File: src/rtl/lap_timer_if.sv
// ---------------------------------------------------------------------------
// lap_timer_if
// Command/status bundle between the debouncer/keyboard front end and the
// lap timer, and between the lap timer and the select/FND display path.
//   i_start/i_stop/i_clear/i_lap/i_lap_rd/i_load : single-cycle command pulses
//   i_mode      : 0 = count up, 1 = count down
//   i_load_time : {hour[4:0], min[5:0], sec[5:0], sub[6:0]} preset value
//   o_time      : current time, same packing
//   o_lap_*     : lap buffer head, status and occupancy
//   o_run/o_alarm/o_tick : state flags and sub-second advance strobe
// slave = the timer itself, master = whoever drives the commands.
// ---------------------------------------------------------------------------
interface lap_timer_if #(
    parameter int LAP_DEPTH = 8
);
    localparam int CW = $clog2(LAP_DEPTH + 1);

    logic          i_start;
    logic          i_stop;
    logic          i_clear;
    logic          i_lap;
    logic          i_lap_rd;
    logic          i_mode;
    logic          i_load;
    logic [23:0]   i_load_time;
    logic [23:0]   o_time;
    logic [23:0]   o_lap_time;
    logic          o_lap_valid;
    logic          o_lap_full;
    logic [CW-1:0] o_lap_count;
    logic          o_run;
    logic          o_alarm;
    logic          o_tick;

    modport slave (
        input  i_start, i_stop, i_clear, i_lap, i_lap_rd, i_mode, i_load, i_load_time,
        output o_time, o_lap_time, o_lap_valid, o_lap_full, o_lap_count,
               o_run, o_alarm, o_tick
    );

    modport master (
        output i_start, i_stop, i_clear, i_lap, i_lap_rd, i_mode, i_load, i_load_time,
        input  o_time, o_lap_time, o_lap_valid, o_lap_full, o_lap_count,
               o_run, o_alarm, o_tick
    );
endinterface

File: src/rtl/lap_timer.sv
// ---------------------------------------------------------------------------
// lap_timer
// Stopwatch / countdown timer with a circular lap buffer.
//   clk : system clock (CLK_HZ)
//   rst : asynchronous, active-low reset
//   bus : lap_timer_if.slave -- commands in, time/lap/status out
// Time advances by one sub-second unit every DIV = CLK_HZ/TICK_HZ cycles in
// RUN. Up mode wraps 23:59:59.max -> 0; down mode stops at zero and raises
// the alarm (DONE). Laps are captured into a LAP_DEPTH-entry ring that
// overwrites its oldest entry when full; the head is shown fall-through.
// ---------------------------------------------------------------------------
module lap_timer #(
    parameter int CLK_HZ    = 100_000_000,
    parameter int TICK_HZ   = 100,
    parameter int LAP_DEPTH = 8
) (
    input logic       clk,
    input logic       rst,
    lap_timer_if.slave bus
);
    localparam int DIV = CLK_HZ / TICK_HZ;
    localparam int PW  = (DIV > 1) ? $clog2(DIV) : 1;
    localparam int AW  = (LAP_DEPTH > 1) ? $clog2(LAP_DEPTH) : 1;
    localparam int CW  = $clog2(LAP_DEPTH + 1);
    localparam int SW  = CW + 1;
    localparam logic [6:0] SUB_MAX = 7'(TICK_HZ - 1);

    typedef enum logic [1:0] {IDLE, RUN, PAUSE, DONE} state_t;

    typedef struct packed {
        logic [4:0] hour;
        logic [5:0] min;
        logic [5:0] sec;
        logic [6:0] sub;
    } time_t;

    state_t        state, state_nxt;
    time_t         tm, tm_step, tm_load, tm_in;
    logic [PW-1:0] presc;
    logic          mode;

    logic          idle_or_pause, mode_eff, time_zero, presc_end, tick, do_load;

    time_t         mem [LAP_DEPTH];
    logic [AW-1:0] head, head_inc, wr_ptr;
    logic [CW-1:0] cnt;
    logic [SW-1:0] wsum;
    logic          push, pop, full;

    // ---------------- control decode ----------------
    assign idle_or_pause = (state == IDLE) || (state == PAUSE);
    // Start-from-IDLE uses the mode being sampled this cycle, since the mode
    // register only catches up at the same edge.
    assign mode_eff  = idle_or_pause ? bus.i_mode : mode;
    assign time_zero = (tm == '0);
    assign presc_end = (presc == PW'(DIV - 1));
    // Stop and clear both suppress the advance scheduled for this cycle.
    assign tick      = (state == RUN) && presc_end && !bus.i_stop && !bus.i_clear;
    // Load is the lowest priority command: any higher command drops it.
    assign do_load   = bus.i_load && idle_or_pause &&
                       !bus.i_clear && !bus.i_stop && !bus.i_start;

    // ---------------- time arithmetic ----------------
    assign tm_in = time_t'(bus.i_load_time);

    always_comb begin
        tm_load.hour = (tm_in.hour > 5'd23) ? 5'd23   : tm_in.hour;
        tm_load.min  = (tm_in.min  > 6'd59) ? 6'd59   : tm_in.min;
        tm_load.sec  = (tm_in.sec  > 6'd59) ? 6'd59   : tm_in.sec;
        tm_load.sub  = (tm_in.sub  > SUB_MAX) ? SUB_MAX : tm_in.sub;
    end

    always_comb begin
        // NOTE: a full default assignment first means every path drives
        // tm_step, so no latch is inferred.
        tm_step = tm;
        if (!mode) begin
            if (tm.sub != SUB_MAX) tm_step.sub = tm.sub + 7'd1;
            else begin
                tm_step.sub = '0;
                if (tm.sec != 6'd59) tm_step.sec = tm.sec + 6'd1;
                else begin
                    tm_step.sec = '0;
                    if (tm.min != 6'd59) tm_step.min = tm.min + 6'd1;
                    else begin
                        tm_step.min  = '0;
                        tm_step.hour = (tm.hour == 5'd23) ? 5'd0 : tm.hour + 5'd1;
                    end
                end
            end
        end else if (!time_zero) begin
            // Borrow chain; a nonzero time guarantees hour never underflows.
            if (tm.sub != '0) tm_step.sub = tm.sub - 7'd1;
            else begin
                tm_step.sub = SUB_MAX;
                if (tm.sec != '0) tm_step.sec = tm.sec - 6'd1;
                else begin
                    tm_step.sec = 6'd59;
                    if (tm.min != '0) tm_step.min = tm.min - 6'd1;
                    else begin
                        tm_step.min  = 6'd59;
                        tm_step.hour = tm.hour - 5'd1;
                    end
                end
            end
        end
    end

    // ---------------- FSM: state register ----------------
    // NOTE: sequential state uses non-blocking assignments so every register
    // samples pre-edge values regardless of process ordering.
    always_ff @(posedge clk or negedge rst) begin
        if (!rst) state <= IDLE;
        else      state <= state_nxt;
    end

    // ---------------- FSM: next state ----------------
    always_comb begin
        state_nxt = state;
        if (bus.i_clear) state_nxt = IDLE;
        else begin
            unique case (state)
                IDLE:  if (bus.i_start && !bus.i_stop && !(mode_eff && time_zero))
                           state_nxt = RUN;
                RUN:   if (bus.i_stop) state_nxt = PAUSE;
                       else if (tick && mode && (tm_step == '0)) state_nxt = DONE;
                PAUSE: if (bus.i_start && !bus.i_stop) state_nxt = RUN;
                DONE:  state_nxt = DONE;
                default: state_nxt = IDLE;
            endcase
        end
    end

    // ---------------- FSM: outputs ----------------
    always_comb begin
        bus.o_run   = (state == RUN);
        bus.o_alarm = (state == DONE);
    end

    // ---------------- time / prescaler / mode ----------------
    always_ff @(posedge clk or negedge rst) begin
        if (!rst) begin
            tm    <= '0;
            presc <= '0;
            mode  <= 1'b0;
        end else begin
            if (idle_or_pause) mode <= bus.i_mode;
            if (bus.i_clear) begin
                tm    <= '0;
                presc <= '0;
            end else if (do_load) begin
                tm    <= tm_load;
                presc <= '0;
            end else if (state == RUN && !bus.i_stop) begin
                presc <= presc_end ? '0 : presc + PW'(1);
                if (tick) tm <= tm_step;
            end
        end
    end

    // ---------------- lap ring buffer ----------------
    assign push     = bus.i_lap && (state != IDLE) && !bus.i_clear;
    assign pop      = bus.i_lap_rd && (cnt != '0) && !bus.i_clear;
    assign full     = (cnt == CW'(LAP_DEPTH));
    assign head_inc = (head == AW'(LAP_DEPTH - 1)) ? '0 : head + AW'(1);

    // Tail = (head + cnt) mod LAP_DEPTH; when full this equals head, so a
    // push overwrites exactly the entry that is being dropped or popped.
    always_comb begin
        wsum = SW'(head) + SW'(cnt);
        if (wsum >= SW'(LAP_DEPTH)) wsum = wsum - SW'(LAP_DEPTH);
        wr_ptr = wsum[AW-1:0];
    end

    always_ff @(posedge clk or negedge rst) begin
        if (!rst) begin
            head <= '0;
            cnt  <= '0;
        end else if (bus.i_clear) begin
            head <= '0;
            cnt  <= '0;
        end else begin
            if (pop || (push && full)) head <= head_inc;
            if (push && !pop && !full) cnt <= cnt + CW'(1);
            else if (pop && !push)     cnt <= cnt - CW'(1);
        end
    end

    // NOTE: the storage array is deliberately not reset; cnt gates every
    // read, so stale contents are never visible.
    always_ff @(posedge clk) begin
        if (push) mem[wr_ptr] <= tm;
    end

    // ---------------- remaining outputs ----------------
    assign bus.o_time      = tm;
    assign bus.o_tick      = tick;
    assign bus.o_lap_time  = (cnt != '0) ? mem[head] : '0;
    assign bus.o_lap_valid = (cnt != '0);
    assign bus.o_lap_full  = full;
    assign bus.o_lap_count = cnt;
endmodule

File: src/flat_wrapper.sv
// flat-port wrapper written by rule: the top's interface ports become plain ports
module lap_timer_flat 
#(
    parameter int CLK_HZ    = 100_000_000,
    parameter int TICK_HZ   = 100,
    parameter int LAP_DEPTH = 8
)
  (clk, rst, bus_i_start, bus_i_stop, bus_i_clear, bus_i_lap, bus_i_lap_rd, bus_i_mode, bus_i_load, bus_i_load_time, bus_o_time, bus_o_lap_time, bus_o_lap_valid, bus_o_lap_full, bus_o_lap_count, bus_o_run, bus_o_alarm, bus_o_tick);
  lap_timer_if #(.LAP_DEPTH(LAP_DEPTH)) bus_i ();
  input logic clk;
  input logic rst;
  input wire logic [$bits(bus_i.i_start)-1:0] bus_i_start;
  input wire logic [$bits(bus_i.i_stop)-1:0] bus_i_stop;
  input wire logic [$bits(bus_i.i_clear)-1:0] bus_i_clear;
  input wire logic [$bits(bus_i.i_lap)-1:0] bus_i_lap;
  input wire logic [$bits(bus_i.i_lap_rd)-1:0] bus_i_lap_rd;
  input wire logic [$bits(bus_i.i_mode)-1:0] bus_i_mode;
  input wire logic [$bits(bus_i.i_load)-1:0] bus_i_load;
  input wire logic [$bits(bus_i.i_load_time)-1:0] bus_i_load_time;
  output wire logic [$bits(bus_i.o_time)-1:0] bus_o_time;
  output wire logic [$bits(bus_i.o_lap_time)-1:0] bus_o_lap_time;
  output wire logic [$bits(bus_i.o_lap_valid)-1:0] bus_o_lap_valid;
  output wire logic [$bits(bus_i.o_lap_full)-1:0] bus_o_lap_full;
  output wire logic [$bits(bus_i.o_lap_count)-1:0] bus_o_lap_count;
  output wire logic [$bits(bus_i.o_run)-1:0] bus_o_run;
  output wire logic [$bits(bus_i.o_alarm)-1:0] bus_o_alarm;
  output wire logic [$bits(bus_i.o_tick)-1:0] bus_o_tick;
  assign bus_i.i_start = bus_i_start;
  assign bus_i.i_stop = bus_i_stop;
  assign bus_i.i_clear = bus_i_clear;
  assign bus_i.i_lap = bus_i_lap;
  assign bus_i.i_lap_rd = bus_i_lap_rd;
  assign bus_i.i_mode = bus_i_mode;
  assign bus_i.i_load = bus_i_load;
  assign bus_i.i_load_time = bus_i_load_time;
  assign bus_o_time = bus_i.o_time;
  assign bus_o_lap_time = bus_i.o_lap_time;
  assign bus_o_lap_valid = bus_i.o_lap_valid;
  assign bus_o_lap_full = bus_i.o_lap_full;
  assign bus_o_lap_count = bus_i.o_lap_count;
  assign bus_o_run = bus_i.o_run;
  assign bus_o_alarm = bus_i.o_alarm;
  assign bus_o_tick = bus_i.o_tick;
  lap_timer #(.CLK_HZ(CLK_HZ), .TICK_HZ(TICK_HZ), .LAP_DEPTH(LAP_DEPTH)) u_core (.clk(clk), .rst(rst), .bus(bus_i));
endmodule
File: config.mk
export PLATFORM = sky130hd
export DESIGN_NAME = lap_timer_flat
export DESIGN_NICKNAME = d
export VERILOG_FILES = /design/src/rtl/lap_timer_if.sv /design/src/rtl/lap_timer.sv /design/src/flat_wrapper.sv
export SDC_FILE = /design/constraint.sdc
export NUM_CORES = 1
export LEC_CHECK = 0
export BUFFER_PORTS_ARGS = -buffer_cell sky130_fd_sc_hd__buf_4
export CAP_MARGIN = 20
export CELL_PAD_IN_SITES_DETAIL_PLACEMENT = 0
export CELL_PAD_IN_SITES_GLOBAL_PLACEMENT = 2
export CORE_UTILIZATION = 38
export CTS_CLUSTER_DIAMETER = 200
export CTS_CLUSTER_SIZE = 20
export DETAILED_ROUTE_END_ITERATION = 7
export MAX_ROUTING_LAYER = met4
export PLACE_DENSITY_LB_ADDON = 0.25
export SETUP_SLACK_MARGIN = 0.15
export SLEW_MARGIN = 20
export SYNTH_ARGS = -nofsm -noshare
export SYNTH_HDL_FRONTEND = slang
export SYNTH_SLANG_ARGS = --single-unit
File: constraint.sdc
create_clock -name clk -period 3.3 [get_ports clk]
set_input_delay 0.66 -clock clk [delete_from_list [all_inputs] [get_ports clk]]
set_output_delay 0.66 -clock clk [all_outputs]
set_load 0.005 [all_outputs]
* After elaboration in Yosys (flattened, before gate mapping)
Memories as Yosys holds them, arrays and structs flattened.
Index checks and enable logic that the tools add are counted.
** Cells by class
- $add $sub $neg :: 14
- Magnitude comparators :: 5
- Equality and inequality tests :: 13
- Muxes and demuxes :: 44
- Reduce and logical (&&, ||, !) cells :: 44
** Operators by type and width (count)
- $mux W24 :: 7
- $mux W20 :: 4
- $logic_not A24 Y1 :: 2
- $mux W6 :: 6
- $mux W17 :: 2
- $mux W11 :: 2
- $logic_and A1 B1 Y1 :: 21
- $mux W7 :: 3
- $add A20 B1 Y20 const B :: 1
- $eq A20 B20 Y1 const B :: 1
- $mux W5 :: 4
- $add A6 B1 Y6 const B :: 2
- $gt A6 B6 Y1 const B :: 2
- $mux W3 :: 4
- $mux W4 :: 3
- $ne A6 B6 Y1 const B :: 2
- $reduce_bool A6 Y1 :: 2
- $sub A6 B1 Y6 const B :: 2
- $mux W2 :: 5
- $reduce_bool A3 Y1 :: 3
- $pmux W2 S4 :: 1
- $add A7 B1 Y7 const B :: 1
- $gt A7 B7 Y1 const B :: 1
- $logic_not A1 Y1 :: 7
- other kinds (26) :: 32
** Storage, ports and cells
- Flip-flop bits (word level) :: 54
- Memory bits (writable) :: 192
- Bits of input ports :: 33
- Output and inout port bits :: 57
- Word-level logic and storage cells :: 130
- Memories kept :: 1
** Memories
- u_core.mem :: words 8, bits a word 24, read ports 1, clocked after memory_dff 0, wr ports 1, RTL line lap_timer.sv:44 : time_t mem [LAP_DEPTH];

* Logic depth before layout (Yosys ltp)
- Word-level depth :: 12
- Gate-level depth with buffers :: 12
- Depth with buffers taken out :: 11

* Worst setup path before layout
OpenSTA, ideal clock, no wires.
- Path kind :: flip-flop to flip-flop
- From :: reg u_core.cnt[0] (netlist: u_core.bus.o_lap_count[0])
- To :: mem u_core.mem[5][0] (netlist name) (enable)
- Library setup time :: 0.435 ns
- Arrival :: 3.169 ns
- Required time :: 2.865 ns
- Setup slack :: -0.304 ns
- Stages on the path, launching flop included :: 6
- Path buffers :: 0
- Clock period less this slack :: 3.604 ns
- Cells stage by stage :: dfrtp_1 -> ha_1 -> fa_1 -> xnor2_1 -> xor2_1 -> nor3_1
** Between the ends
- Word-level cells in the longest chain between the ends :: 3
** Ends and longest elaborated chain
- from (decl) :: RTL line lap_timer.sv:46 : logic [CW-1:0] cnt;
- from (signal assigned) :: RTL line lap_timer.sv:184 : if (push && !pop && !full) cnt <= cnt + CW'(1);
- from (signal assigned) :: RTL line lap_timer.sv:185 : else if (pop && !push) cnt <= cnt - CW'(1);
- $add A3 B4 Y5 * :: RTL line lap_timer.sv:170 : wsum = SW'(head) + SW'(cnt);
- $ge A5 B4 Y1 or $sub A3 B1 Y3 (tied branches) :: RTL line lap_timer.sv:171 : if (wsum >= SW'(LAP_DEPTH)) wsum = wsum - SW'(LAP_DEPTH);
- $mux W3 * :: RTL line lap_timer.sv:171
- to (decl) :: RTL line lap_timer.sv:44
Every way passes the cells marked *; elsewhere a longest branch is shown, timed or not.

* Worst setup path after layout
- From :: reg u_core.tm, in the netlist u_core.bus.o_time[1]
- To :: reg u_core.state[1]
** Between the ends
- Word-level cells in the longest chain between the ends :: 8
** Ends and longest elaborated chain
- from (decl) :: RTL line lap_timer.sv:38 : time_t tm, tm_step, tm_load, tm_in;
- from (signal assigned) :: RTL line lap_timer.sv:152 : tm <= tm_load;
- from (signal assigned) :: RTL line lap_timer.sv:156 : if (tick) tm <= tm_step;
- $sub A7 B1 Y7 or $reduce_bool A7 Y1 (tied branches) :: RTL line lap_timer.sv:93 : if (tm.sub != '0) tm_step.sub = tm.sub - 7'd1;
- $mux W7 or $mux W17 (tied branches) :: RTL line lap_timer.sv:93
- $mux W24 :: RTL line lap_timer.sv:91 : end else if (!time_zero) begin
- $mux W24 :: RTL line lap_timer.sv:77 : if (!mode) begin
- $logic_not A24 Y1 :: RTL line lap_timer.sv:126 : else if (tick && mode && (tm_step == '0)) state_nxt = DONE;
- $logic_and A1 B1 Y1 :: RTL line lap_timer.sv:126
- $ne A4 B3 Y1 (no source line)
- $reduce_and A3 Y1 (no source line) *
- to (signal assigned) :: RTL line lap_timer.sv:114 : else state <= state_nxt;
- to (decl) :: RTL line lap_timer.sv:37 : state_t state, state_nxt;
Marks and branches as above.
A chain may end at the register's enable or synchronous reset.

==> impl_metrics.env <==
export IMPL_status="complete, no violations"
export IMPL_synth_edf_count=192
export IMPL_ys_async_sr_fraction_pct=22.0
export IMPL_numCtsBuffers=16
export IMPL_crit_type="register to register"
export IMPL_synth_top_area_cell="edfxtp_1"
export IMPL_synth_area_leaders="edfxtp_1, dfrtp_1, mux4_2"
export IMPL_peakVddDrop_mv=0.373
export IMPL_crit_path_start_kind="register"
export IMPL_clkTransAtPathRegs_ns=0.09
export IMPL_required_ns=3.72
export IMPL_die_h_um=178
export IMPL_drive_above_1_share_pct=27.8
export IMPL_period_share_pct=97.0
export IMPL_crit_chain="inv_4, ha_4, or3b_4, nor4_4, buf_4, o211ai_1, nand3_1, o311ai_1, or4_1, or4_4, o31ai_2"
export IMPL_cpMaxStageDelayCell="or4_1"
export IMPL_io_pins=90
export IMPL_antenna_found_initial=0
export IMPL_met1Wirelength_mm=14.3
export IMPL_place_ws_ns=0.00910
export IMPL_hpwl_mm=20.0
export IMPL_critPathMaxStageDelay_ns=0.48
export IMPL_wl_per_cell_um=21.3
export IMPL_synth_common_cells="edfxtp_1, nor2_1, nand2_1, dfrtp_1, mux4_2"
export IMPL_yosysWarnings=0
export IMPL_highest_layer="met4"
export IMPL_ys_types=70
export IMPL_rr_worst_depth=11
export IMPL_finalSetupTns_ns=0
export IMPL_max_freq_mhz=312
export IMPL_syn_inst=886
export IMPL_whs_ns=0.204
export IMPL_cts_tree="done"
export IMPL_dieArea_mm2=0.0317
export IMPL_synth_seq_area_share_pct=60.4
export IMPL_die_x_um=178
export IMPL_cellPowerDensity_mw_per_mm2=681
export IMPL_grt_max_degree=55
export IMPL_area_delta_synth_final_pct=18.5
export IMPL_synth_top_area_share_pct=48.9
export IMPL_n_antenna_cell=0
export IMPL_worstMarginPinSlew_ns=0.760
export IMPL_cp_arrival_ns=3.62
export IMPL_wl_met2_mm=14.3
export IMPL_cp_max_fo=5
export IMPL_setup_viol=0
export IMPL_wl_met3_mm=1.22
export IMPL_drv_slew=0
export IMPL_relSlewSlack_pct=49.0
export IMPL_clockBufferDepth=3
export IMPL_track_usage_pct=19.9
export IMPL_drt_initial_drc_count=598
export IMPL_rows=64
export IMPL_leakagePower_nw=5.13
export IMPL_via_count=7807
export IMPL_worst_slack_ns=0.0974
export IMPL_drt_first_pass_iters=5
export IMPL_grt_pass1_vias=7726
export IMPL_reg2reg_slack_ns=0.1
export IMPL_syn_avg_cell_area_um2=13.3
export IMPL_timing_rr_start="u_core.bus.o_time[1]"
export IMPL_ys_flop_type="edfxtp_1"
export IMPL_routed_wl_mm=30.3
export IMPL_grt_setup_unrepaired="yes"
export IMPL_synth_most_common_cell="edfxtp_1"
export IMPL_routabilityCongestion=0.844
export IMPL_rr_endpoint="u_core.state[1]"
export IMPL_grt_pass1_wl_mm=46.5
export IMPL_start_util_pct=38.6
export IMPL_coreArea_mm2=0.0305
export IMPL_fin_crit_ns=3.20
export IMPL_clock_sinks=246
export IMPL_num_nets_final=1069
export IMPL_timing_final_hold_violations=0
export IMPL_postSynthRegisterBits=246
export IMPL_critPathCaptureType="register"
export IMPL_ctsRootBufferMaster="clkbuf_16"
export IMPL_via_per_inst=5.50
export IMPL_h_tree_depth=1
export IMPL_clk_latency_ns=0.50
export IMPL_synth_fp_nets=936
export IMPL_drc=0
export IMPL_hold_path_class="input port to async pin"
export IMPL_grt_overflow=0
export IMPL_synth_area_mm2=0.0118
export IMPL_port_buffers=89
export IMPL_postCtsHoldBufs=0
export IMPL_postRouteAntennaNets=0
export IMPL_max_cap_violations=0
export IMPL_clock_skew_ns=0.0219
==> stage by stage <==
stage / std cells / power [mW] / util [%] / cell area [µm²]
floorplan: 886 / 6.01 / - / 11800
global placement: 1395 / 7.60 / 44.0 / 13400
detailed placement: 1395 / 7.60 / 44.0 / 13400
CTS: 1418 / 9.56 / 45.6 / 13900
global route: 1419 / 10.1 / 45.8 / 14000
finish: 1419 / 9.50 / 45.8 / 14000
==> worst max path at each step <==
stage,startpoint,end,slack [ns],depth (start not counted)
after floorplan,u_core.bus.o_lap_count[0],u_core.mem[5][0],-0.30,5
after global placement,u_core.bus.o_time[2],u_core.state[1],0.04,8
after detailed placement,u_core.bus.o_time[2],u_core.state[1],0.009,8
after CTS,u_core.bus.o_time[1],u_core.state[1],0.10,11
after global routing,u_core.bus.o_time[1],u_core.state[1],-0.03,11
final,u_core.bus.o_time[1],u_core.state[1],0.1,11
==> logic make-up (layout without fill, tap and decap cells) <==
kind of cell             after synthesis  in the layout  share of synthesized area (%)
adder cells (fa/ha/maj)               17             17                           1.93
AND/OR/NAND/NOR                      287            287                           12.0
flip-flops                           246            246                           60.4
multiplexers                          93             93                           13.1
XOR/XNOR                              29             29                           2.16
buffers and inverters                 75            212                           2.52
AO/OA/AOI/OAI                        139            139                           7.92
==> sequential cells by signal, indices dropped and copies added, names as in the netlist <==
signal                  flops
u_core.presc               20
u_core.head                 3
u_core.bus.o_time          24
u_core.mem                192
u_core.state                2
u_core.mode                 1
u_core.bus.o_lap_count      4
==> repair_timing <==
item / 4_1_cts / 5_1_grt
endpoints found under the setup margin: 1 / 4
pin swaps: 1 / 0
gates resized for setup: 4 / 4
setup buffers: 1 / 0
cloned: 0 / 1
==> cells in the final DEF, fill, tap and decap left out, types with 5 or more instances in the layout <==
cell type  count
a21oi_1       30
edfxtp_1     192
buf_4        168
nand4_1       14
mux4_2        48
xor2_1        19
ha_1          14
nor3_2         5
inv_1         16
dfrtp_2        6
and3_1        18
a22o_1         7
nand3_1       24
o21ai_0       33
nor3_1        16
o41ai_1        9
nand2_1       59
mux2i_1       38
nor2_1        95
xnor2_1       10
nand2b_1       6
or3_1          5
nor2_2         6
mux2_2         6
a31oi_1        6
clkbuf_16     18
nor3b_1        5
dfrtp_1       47
a211oi_1       9
==> worst max-delay path: cells and delay by family (launching register included) <==
kind                       cells  cell delay (ns)
buffers and inverters          2             0.27
adders and majority gates      1             0.14
DFF                            1             0.44
and+or+nand+nor                5             1.74
AOI/OAI and AO/OA              3             0.51
==> cell type report <==
cell class,instances,area [µm²]
Clock buffer,21,440
Clock inverter,1,16.3
Inverter,18,70.1
Timing Repair Buffer,172,1350
Tap cell,396,495
Sequential cell,246,7130
Multi-Input combinational cell,565,4460
Fill cell,2805,16600
==> routing by layer <==
metal | GRT usage (%) | vias to the layer above
met5 | - | -
met4 | 3.35 | 0
met3 | 2.05 | 29
met2 | 31.6 | 189
met1 | 28.2 | 3932
li1 | - | 3657
==> report_power, final <==
group	leakage [nW]	internal (mW)	switching (mW)
clock	0.222	0.949	1.00
sequential	2.49	3.60	0.128
combinational	2.42	1.78	2.04
total	5.13	6.33	3.17
(Power assumes the default switching activity.)
